## config.mk

```make
export PLATFORM = sky130hd
export DESIGN_NAME = ultrasonic_ranger
export DESIGN_NICKNAME = d
export VERILOG_FILES = /design/src/rtl/ultrasonic_ranger.sv
export SDC_FILE = /design/constraint.sdc
export NUM_CORES = 1
export LEC_CHECK = 0
export CORE_MARGIN = 2
export CORE_UTILIZATION = 65
export CTS_BUF_LIST = sky130_fd_sc_hd__clkbuf_4
export CTS_CLUSTER_DIAMETER = 150
export DETAILED_ROUTE_END_ITERATION = 10
export DONT_BUFFER_PORTS = 1
export HOLD_SLACK_MARGIN = 0.15
export PLACE_DENSITY_LB_ADDON = 0.15
export SLEW_MARGIN = 20
export SYNTH_ARGS = -nofsm -noshare
export SYNTH_HDL_FRONTEND = slang
export SYNTH_SLANG_ARGS = --single-unit
```

## constraint.sdc

```tcl
create_clock -name clk -period 11.35 [get_ports clk]
set_clock_uncertainty 0.1 [all_clocks]
set_input_delay 2.27 -clock clk [delete_from_list [all_inputs] [get_ports clk]]
set_output_delay 2.27 -clock clk [all_outputs]
set_load 0.005 [all_outputs]
```

## src/rtl/ultrasonic_ranger.sv

```systemverilog
// Multi-channel HC-SR04 ranging engine: round-robin trigger slots, echo width in us, intensity level per channel.
// Latency: echo edge reaches the counter 3 clk later; slot results publish one clk after the final slot tick.
// Backpressure: none; sample_valid is a one-cycle strobe, and sample_* and intensity hold until the next publish.
module ultrasonic_ranger #(
   parameter int CLK_HZ    = 40_000_000,
   parameter int NUM_CH    = 2,
   parameter int PERIOD_US = 60000,
   parameter int TRIG_US   = 20,
   parameter int MAX_US    = 3552,
   parameter int LEVELS    = 9,
   parameter int CNT_W     = 12,
   parameter int LVL_W     = 4,
   localparam int CH_W     = (NUM_CH > 1) ? $clog2(NUM_CH) : 1
) (
   input  logic                      clk,
   input  logic                      reset,
   input  logic [NUM_CH-1:0]         echo,
   output logic [NUM_CH-1:0]         trig,
   output logic [NUM_CH*LVL_W-1:0]   intensity,
   output logic                      sample_valid,
   output logic [CH_W-1:0]           sample_ch,
   output logic [CNT_W-1:0]          sample_us,
   output logic                      sample_miss
);

   // Clock cycles per microsecond and derived counter widths.
   localparam int DIV    = CLK_HZ / 1_000_000;
   localparam int PS_W   = (DIV > 1) ? $clog2(DIV) : 1;
   localparam int SLOT_W = (PERIOD_US > 1) ? $clog2(PERIOD_US) : 1;
   // Width of one intensity band; level k covers widths ((LEVELS-1-k)*STEP, (LEVELS-k)*STEP].
   localparam int STEP   = MAX_US / (LEVELS - 1);

   typedef enum logic [1:0] {
      S_TRIG,
      S_WAIT_RISE,
      S_MEASURE,
      S_DONE
   } state_t;

   // ------------------------------------------------------------------
   // Microsecond tick: a clock enable, never a derived clock.
   // ------------------------------------------------------------------
   logic [PS_W-1:0] psc;
   logic            tick;

   assign tick = (psc == PS_W'(DIV - 1));

   // Prescaler counts 0..DIV-1 and wraps on the tick cycle.
   always_ff @(posedge clk or posedge reset) begin
      if (reset) begin
         psc <= '0;
      end else if (tick) begin
         psc <= '0;
      end else begin
         psc <= psc + 1'b1;
      end
   end

   // ------------------------------------------------------------------
   // Echo synchronisation and edge detection (all channels).
   // ------------------------------------------------------------------
   logic [NUM_CH-1:0] sync1;
   logic [NUM_CH-1:0] sync2;
   logic [NUM_CH-1:0] echo_d;

   // Two-flop synchroniser plus a delayed copy for edge detection.
   always_ff @(posedge clk or posedge reset) begin
      if (reset) begin
         sync1  <= '0;
         sync2  <= '0;
         echo_d <= '0;
      end else begin
         sync1  <= echo;
         sync2  <= sync1;
         echo_d <= sync2;
      end
   end

   // ------------------------------------------------------------------
   // Slot timing and active channel.
   // ------------------------------------------------------------------
   logic [SLOT_W-1:0] slot_us;
   logic [CH_W-1:0]   cur_ch;
   logic              slot_end;

   assign slot_end = tick && (slot_us == SLOT_W'(PERIOD_US - 1));

   // Slot counter advances each tick; the channel rotates on the last tick of a slot.
   always_ff @(posedge clk or posedge reset) begin
      if (reset) begin
         slot_us <= '0;
         cur_ch  <= '0;
      end else if (slot_end) begin
         slot_us <= '0;
         cur_ch  <= (cur_ch == CH_W'(NUM_CH - 1)) ? '0 : cur_ch + 1'b1;
      end else if (tick) begin
         slot_us <= slot_us + 1'b1;
      end
   end

   // Only the active channel's echo is looked at; others are ignored entirely.
   logic echo_lvl;
   logic echo_rise;
   logic echo_fall;

   assign echo_lvl  = sync2[cur_ch];
   assign echo_rise = sync2[cur_ch] & ~echo_d[cur_ch];
   assign echo_fall = ~sync2[cur_ch] & echo_d[cur_ch];

   // Registered trigger: one-hot on the active channel for the first TRIG_US us of the slot.
   always_ff @(posedge clk or posedge reset) begin
      if (reset) begin
         trig <= '0;
      end else begin
         trig <= '0;
         if (slot_us < SLOT_W'(TRIG_US)) begin
            trig[cur_ch] <= 1'b1;
         end
      end
   end

   // ------------------------------------------------------------------
   // Per-slot measurement FSM.
   // ------------------------------------------------------------------
   state_t           state;
   logic [CNT_W-1:0] width;
   logic [CNT_W-1:0] width_nxt;
   logic             rise_seen;

   // Staging registers between slot end and publish.
   logic             pub_pend;
   logic [CNT_W-1:0] pub_us;
   logic             pub_miss;
   logic [CH_W-1:0]  pub_ch;

   // Width counts ticks while the synced echo is high, saturating at all-ones.
   always_comb begin
      width_nxt = width;
      if ((state == S_MEASURE) && tick && echo_lvl && (width != {CNT_W{1'b1}})) begin
         width_nxt = width + 1'b1;
      end
   end

   // Slot end overrides every state: stage the result, clear the width and restart in TRIG.
   always_ff @(posedge clk or posedge reset) begin
      if (reset) begin
         state     <= S_TRIG;
         width     <= '0;
         rise_seen <= 1'b0;
         pub_pend  <= 1'b0;
         pub_us    <= '0;
         pub_miss  <= 1'b0;
         pub_ch    <= '0;
      end else if (slot_end) begin
         pub_pend  <= 1'b1;
         pub_us    <= width_nxt;
         pub_miss  <= ~rise_seen;
         pub_ch    <= cur_ch;
         width     <= '0;
         rise_seen <= 1'b0;
         state     <= S_TRIG;
      end else begin
         pub_pend <= 1'b0;
         width    <= width_nxt;
         case (state)
            S_TRIG: begin
               if (slot_us >= SLOT_W'(TRIG_US)) begin
                  state <= S_WAIT_RISE;
               end
            end
            S_WAIT_RISE: begin
               if (echo_rise) begin
                  rise_seen <= 1'b1;
                  state     <= S_MEASURE;
               end
            end
            S_MEASURE: begin
               if (echo_fall) begin
                  state <= S_DONE;
               end
            end
            S_DONE: begin
               state <= S_DONE;
            end
            default: begin
               state <= S_TRIG;
            end
         endcase
      end
   end

   // ------------------------------------------------------------------
   // Width to intensity: comparator chain, level = thresholds not exceeded.
   // ------------------------------------------------------------------
   logic [LEVELS-2:0] under;
   logic [LVL_W-1:0]  pub_lvl;

   for (genvar k = 1; k < LEVELS; k++) begin : g_thresh
      assign under[k-1] = (pub_us <= CNT_W'(k * STEP));
   end

   // Count satisfied thresholds; a zero width (no echo) maps to level 0.
   always_comb begin
      pub_lvl = '0;
      for (int k = 0; k < LEVELS - 1; k++) begin
         pub_lvl = pub_lvl + LVL_W'(under[k]);
      end
      if (pub_us == '0) begin
         pub_lvl = '0;
      end
   end

   // Publish the staged result with a one-cycle valid strobe; outputs hold otherwise.
   always_ff @(posedge clk or posedge reset) begin
      if (reset) begin
         sample_valid <= 1'b0;
         sample_ch    <= '0;
         sample_us    <= '0;
         sample_miss  <= 1'b0;
         intensity    <= '0;
      end else begin
         sample_valid <= pub_pend;
         if (pub_pend) begin
            sample_ch                          <= pub_ch;
            sample_us                          <= pub_us;
            sample_miss                        <= pub_miss;
            intensity[pub_ch*LVL_W +: LVL_W]   <= pub_lvl;
         end
      end
   end

endmodule
```

# After elaboration in Yosys (flattened, before gate mapping)
# Cells that the tools add are included.
# classes
addsub	12
magnitude_cmp	12
n_eq_ne	9
shifts	2
muxes	24
bitwise_logic	5
reduce_logical	12
# ops
cell	count
$le A12 B12 Y1 const B	4
$neg A3 Y34	1
$shift A4 B34 Y8 const A	1
$shiftx A4 B34 Y8	1
$mux W16	2
$le A12 B11 Y1 const B	2
$mux W12	2
$add A16 B1 Y16 const B	1
$add A4 B1 Y4	4
$eq A16 B16 Y1 const B	1
$ge A16 B5 Y1 const B	1
$lt A16 B5 Y1 const B	1
$add A12 B1 Y12 const B	1
$le A12 B10 Y1 const B	1
$le A12 B9 Y1 const B	1
$logic_not A12 Y1	1
$ne A12 B12 Y1 const B	1
$mux W1	10
$mux W2	5
$ne A3 B3 Y1 const B	3
$bwmux W8	1
$pmux W2 S4	1
$add A6 B1 Y6 const B	1
$eq A6 B6 Y1 const B	1
other kinds (18)	28
# word_totals
regBits	84
inputBits	4
output_inout_bits	25

# Depth between registers and ports, before layout
# depth
word_depth	11
ltp_mapped	14
depth_no_buf	13

# Least setup slack after synthesis
# OpenSTA, ideal clock, no wires.
# synth_path
path_kind	reg2reg
startpoint	register pub_us[0]
endpoint	register intensity[6]
arrival_time_ns	3.744
t_required_ns	11.154
slack_ns	7.410
path_stages_with_launch	14
path_buffers	0
synth_period_minus_slack_ns	3.940
cell_sequence	dfrtp_1 nor3_1 nor2b_1 a41o_1 a31o_2 fa_1 inv_1 fa_1 fa_1 ha_1 inv_1 fa_1 xor2_1 o31ai_1
# synth_between
elab_chain_cells	11
elab_cells_between_ends	19
classes_between	7 x add/sub; 8 x order compare; 1 x shift; 2 x mux; 1 x reduce/logical
# synth_rtl
element	line	rtl
from (decl)	132	logic [CNT_W-1:0] pub_us;
from (signal assigned)	156	pub_us <= width_nxt;
$le A12 B9 Y1 / $le A12 B10 Y1 (equally long branches)	199	assign under[k-1] = (pub_us <= CNT_W'(k * STEP));
$add A1 B1 Y2	206	pub_lvl = pub_lvl + LVL_W'(under[k]);
$add A2 B1 Y3	206	
$add A3 B1 Y4	206	
$add A4 B1 Y4 (4 in series)	206	
$mux W4 *	208	if (pub_us == '0) begin
$shiftx A4 B34 Y8 *	227	intensity[pub_ch*LVL_W +: LVL_W] <= pub_lvl;
$bwmux W8 *	227	
to (signal, indexed assignment)	227	
to (decl)	19	output logic [NUM_CH*LVL_W-1:0] intensity,
# Every way passes the cells marked *; elsewhere a longest branch is shown, timed or not.
# A chain may end at the register's enable or synchronous reset.

# Worst setup path in the final report
# Same ends and word-level chain as after synthesis.

==> qor.txt <==
Dpl cell area = 4028 sq um
Crit path top cell by count = fa_1
Global-route wire length before repair = 11920 um
Leakage power = 1.847 nW
HP Class = flip-flop to flip-flop
Clk root buf = clkbuf_4
Starting Density = 67.48%
Routed Antenna Nets = 0
Asr flop ratio synth = 100.0%
Resized Gates After CTS = 0
Post-route DRC = 0
Gr ovfl total = 0
Hpwl dp = 5088 um
Initial antenna violation count = 0
R2R depth = 13
Sequential share of the synthesized area = 52.30%
Hold path depth = 0
Crit share post-route = 37.24%
Worst Path Arrival = 4450 ps
Maximum clock path buffer count = 2
Std-Cell Rows = 28
Ports = 29
Warnings from Yosys = 0
Area Overhead vs Synth = 3.300%
Via Count = 2700
Post-synth EDFFs = 0
Core area = 5956 sq um
Clock slew at reported path FFs = 130 ps
Post-synth cell types = 50
Final hold vios = 0
Die area = 6828 sq um
Delay-heaviest family, CP = adder cells
Fin util = 69.71%
WP data required = 11580 ps
PwrDens = 112.7 nW/um^2
CTS Buf Count = 9
Setup violations, final = 0
Gr usage total = 23.31%
Skew-Pair Late Insertion Delay = 420 ps
Startpoint Class = flip-flop
Postcts setup bufs = 0
Drt pass-1 iters = 4
Drt initial violations = 135
Flops & latches, synth = 84
CTS Hold Bufs = 0
Die H = 82.63 um
Placer congestion estimate = 0.8638
Final instance area = 4151 sq um
Post-layout min period = 4227 ps
Avg Inst Size Synth = 10.63 sq um
Port Buffers = 0
Setup_tns = 0 ps
Max Fclk = 0.2366 GHz
Share of post-route cells with drive strength above 1 = 12.53%
Worst Path Buf+Inv = 2
Post-Syn Nets = 393
Diodes inserted = 0
Worst-path cell chain = nor3_1 -> nor2b_1 -> a41o_1 -> a31o_2 -> fa_1 -> inv_1 -> fa_1 -> fa_1 -> ha_1 -> inv_1 -> fa_1 -> xor2_1 -> o31ai_1
Hold endpoint = sync2[0]
Max Cap Violations = 0
Die Wd = 82.63 um
Vias in the first global route = 2513
Slowest cell on the critical path = fa_1
CP Depth = 13
Vias/cell = 6.000
Post-Synthesis Cells = 378
R2R Setup Slk = 7120 ps
CTS tree = built
Worst path max stage delay = 560 ps
Nets = 386
Status = completed
Worst Max-Slew Pin Slew = 908.8 ps
Slew Viols, Final = 0
DRT Wirelength = 7239 um
# fillers = 460
Critical path fanouts, max = 6
RR Endpoint = intensity[6]
CP Capture Type = flip-flop
Peak supply drop = 0.06134 mV
Ys flop type = dfrtp_1
Slew margin rel. = 38.85%
Largest net degree at the start of global routing = 65
H-tree levels = 3
WS Path Type = flip-flop to flip-flop
RSZ-0062 raised after global routing = no
Worst flop-to-flop path startpoint = pub_us[0]
Cell Area, Synth = 4019 sq um
Sink Count = 84
Post-DR wirelength/cell = 16.09 um
Min-Delay Startpoint = sync1[0]
cells in the mapped netlist (2+ instances only):
cell | n | share of area [%]
and4_1 | 3 | 0.65
a31oi_1 | 2 | 0.31
a21oi_1 | 9 | 1.1
o211ai_1 | 6 | 1.1
and3_1 | 4 | 0.62
nand4_1 | 5 | 0.78
nor4_1 | 4 | 0.62
nand2b_1 | 5 | 0.78
or3_1 | 2 | 0.31
nor3_1 | 9 | 1.1
xnor2_1 | 18 | 3.9
ha_1 | 7 | 2.2
buf_6 | 2 | 0.56
buf_2 | 3 | 0.37
nor2b_1 | 4 | 0.62
nor2_1 | 33 | 3.1
nor4_4 | 4 | 2.1
mux2i_1 | 2 | 0.50
o21ai_1 | 10 | 1.2
nand3_1 | 13 | 1.6
a211oi_1 | 2 | 0.37
o21ai_0 | 21 | 2.6
or2_2 | 4 | 0.62
dfrtp_1 | 84 | 52
inv_1 | 14 | 1.3
xor2_1 | 6 | 1.3
o31ai_1 | 10 | 1.9
clkbuf_1 | 11 | 1.0
mux2_2 | 13 | 3.6
fa_1 | 4 | 2.0
a21boi_0 | 2 | 0.37
nand2_1 | 43 | 4.0
buf_1 | 2 | 0.19
area by class of cell:
class                           instances  area, sq um  share of cell area, %
Sequential cell                        84         2102                  50.63
Clock inverter                          6        56.30                  1.356
Clock buffer                            9        67.56                  1.627
Multi-Input combinational cell        261         1770                  42.65
Inverter                               14        53.80                  1.296
Timing Repair Buffer                    1        7.507                 0.1808
Tap cell                               75        93.84                  2.260
metrics by stage:
stage / setup WS, ps / power (mW) / hold WS [ps] / std cells
after global routing: 6901 / 0.4884 / 273.0 / 450
after CTS: 7118 / 0.4722 / 265.5 / 450
after floorplan: 6815 / 0.3112 / 231.2 / 378
after global placement: 7302 / 0.3129 / 232.7 / 435
after detailed placement: 7156 / 0.3131 / 237.2 / 435
final: 7123 / 0.4677 / 259.2 / 450
layout by cell type, fill, tap and decap left out, types with 5 or more instances in the layout:
master	netlist	final
a21oi_1	9	9
clkbuf_4	0	9
dfrtp_1	84	84
ha_1	7	7
inv_1	14	13
mux2_2	13	13
nand2_1	43	43
nand2b_1	5	5
nand3_1	13	13
nand4_1	5	5
nor2_1	33	33
nor3_1	9	9
o211ai_1	6	6
o21ai_0	21	21
o21ai_1	10	10
o31ai_1	10	10
xnor2_1	18	18
xor2_1	6	6
flip-flops by register name (all words and copies together), names as in the netlist, 2 cells and up:
register / flops
state: 2
sync1: 2
intensity: 8
sync2: 2
trig: 2
width: 12
psc: 6
pub_us: 12
sample_us: 12
slot_us: 16
echo_d: 2
metal layers:
metal,up-vias,share of wire [%],track usage [%]
met5,-,0,0
met4,0,2.0,10.49
li1,1300,-,-
met3,14,4.4,3.913
met1,1316,49,34.91
met2,70,45,33.39
where the power goes:
group	switching (mW)	internal [mW]	total, mW	leakage [nW]
registers	0.000315	0.300	0.301	1.14
logic	0.00567	0.000646	0.00631	0.638
clock network	0.0966	0.0642	0.161	0.0690
worst max path at each step:
stage / from / end
after floorplan: reset / cur_ch
after global placement: pub_us[0] / intensity[6]
after detailed placement: pub_us[0] / intensity[6]
after CTS: pub_us[0] / intensity[6]
after global routing: pub_us[0] / intensity[6]
final: pub_us[0] / intensity[6]
worst reg2reg max path, stage by stage, from the launching register on:
cell	delay [ps]
dfrtp_1	460
nor3_1	330
nor2b_1	110
a41o_1	260
a31o_2	250
fa_1	510
inv_1	60
fa_1	510
fa_1	560
ha_1	170
inv_1	50
fa_1	370
xor2_1	160
o31ai_1	240
logic make-up after synthesis:
family	Yosys count	synth area share, %
AOI/OAI and AO/OA	66	9.931
xor gates and xnor gates	24	5.230
adders and majority gates	11	4.172
buffers and inverters	33	3.643
DFF	84	52.30
muxes	16	4.514
and+or+nand+nor	144	20.21
Power figures use the tool's default switching activity.
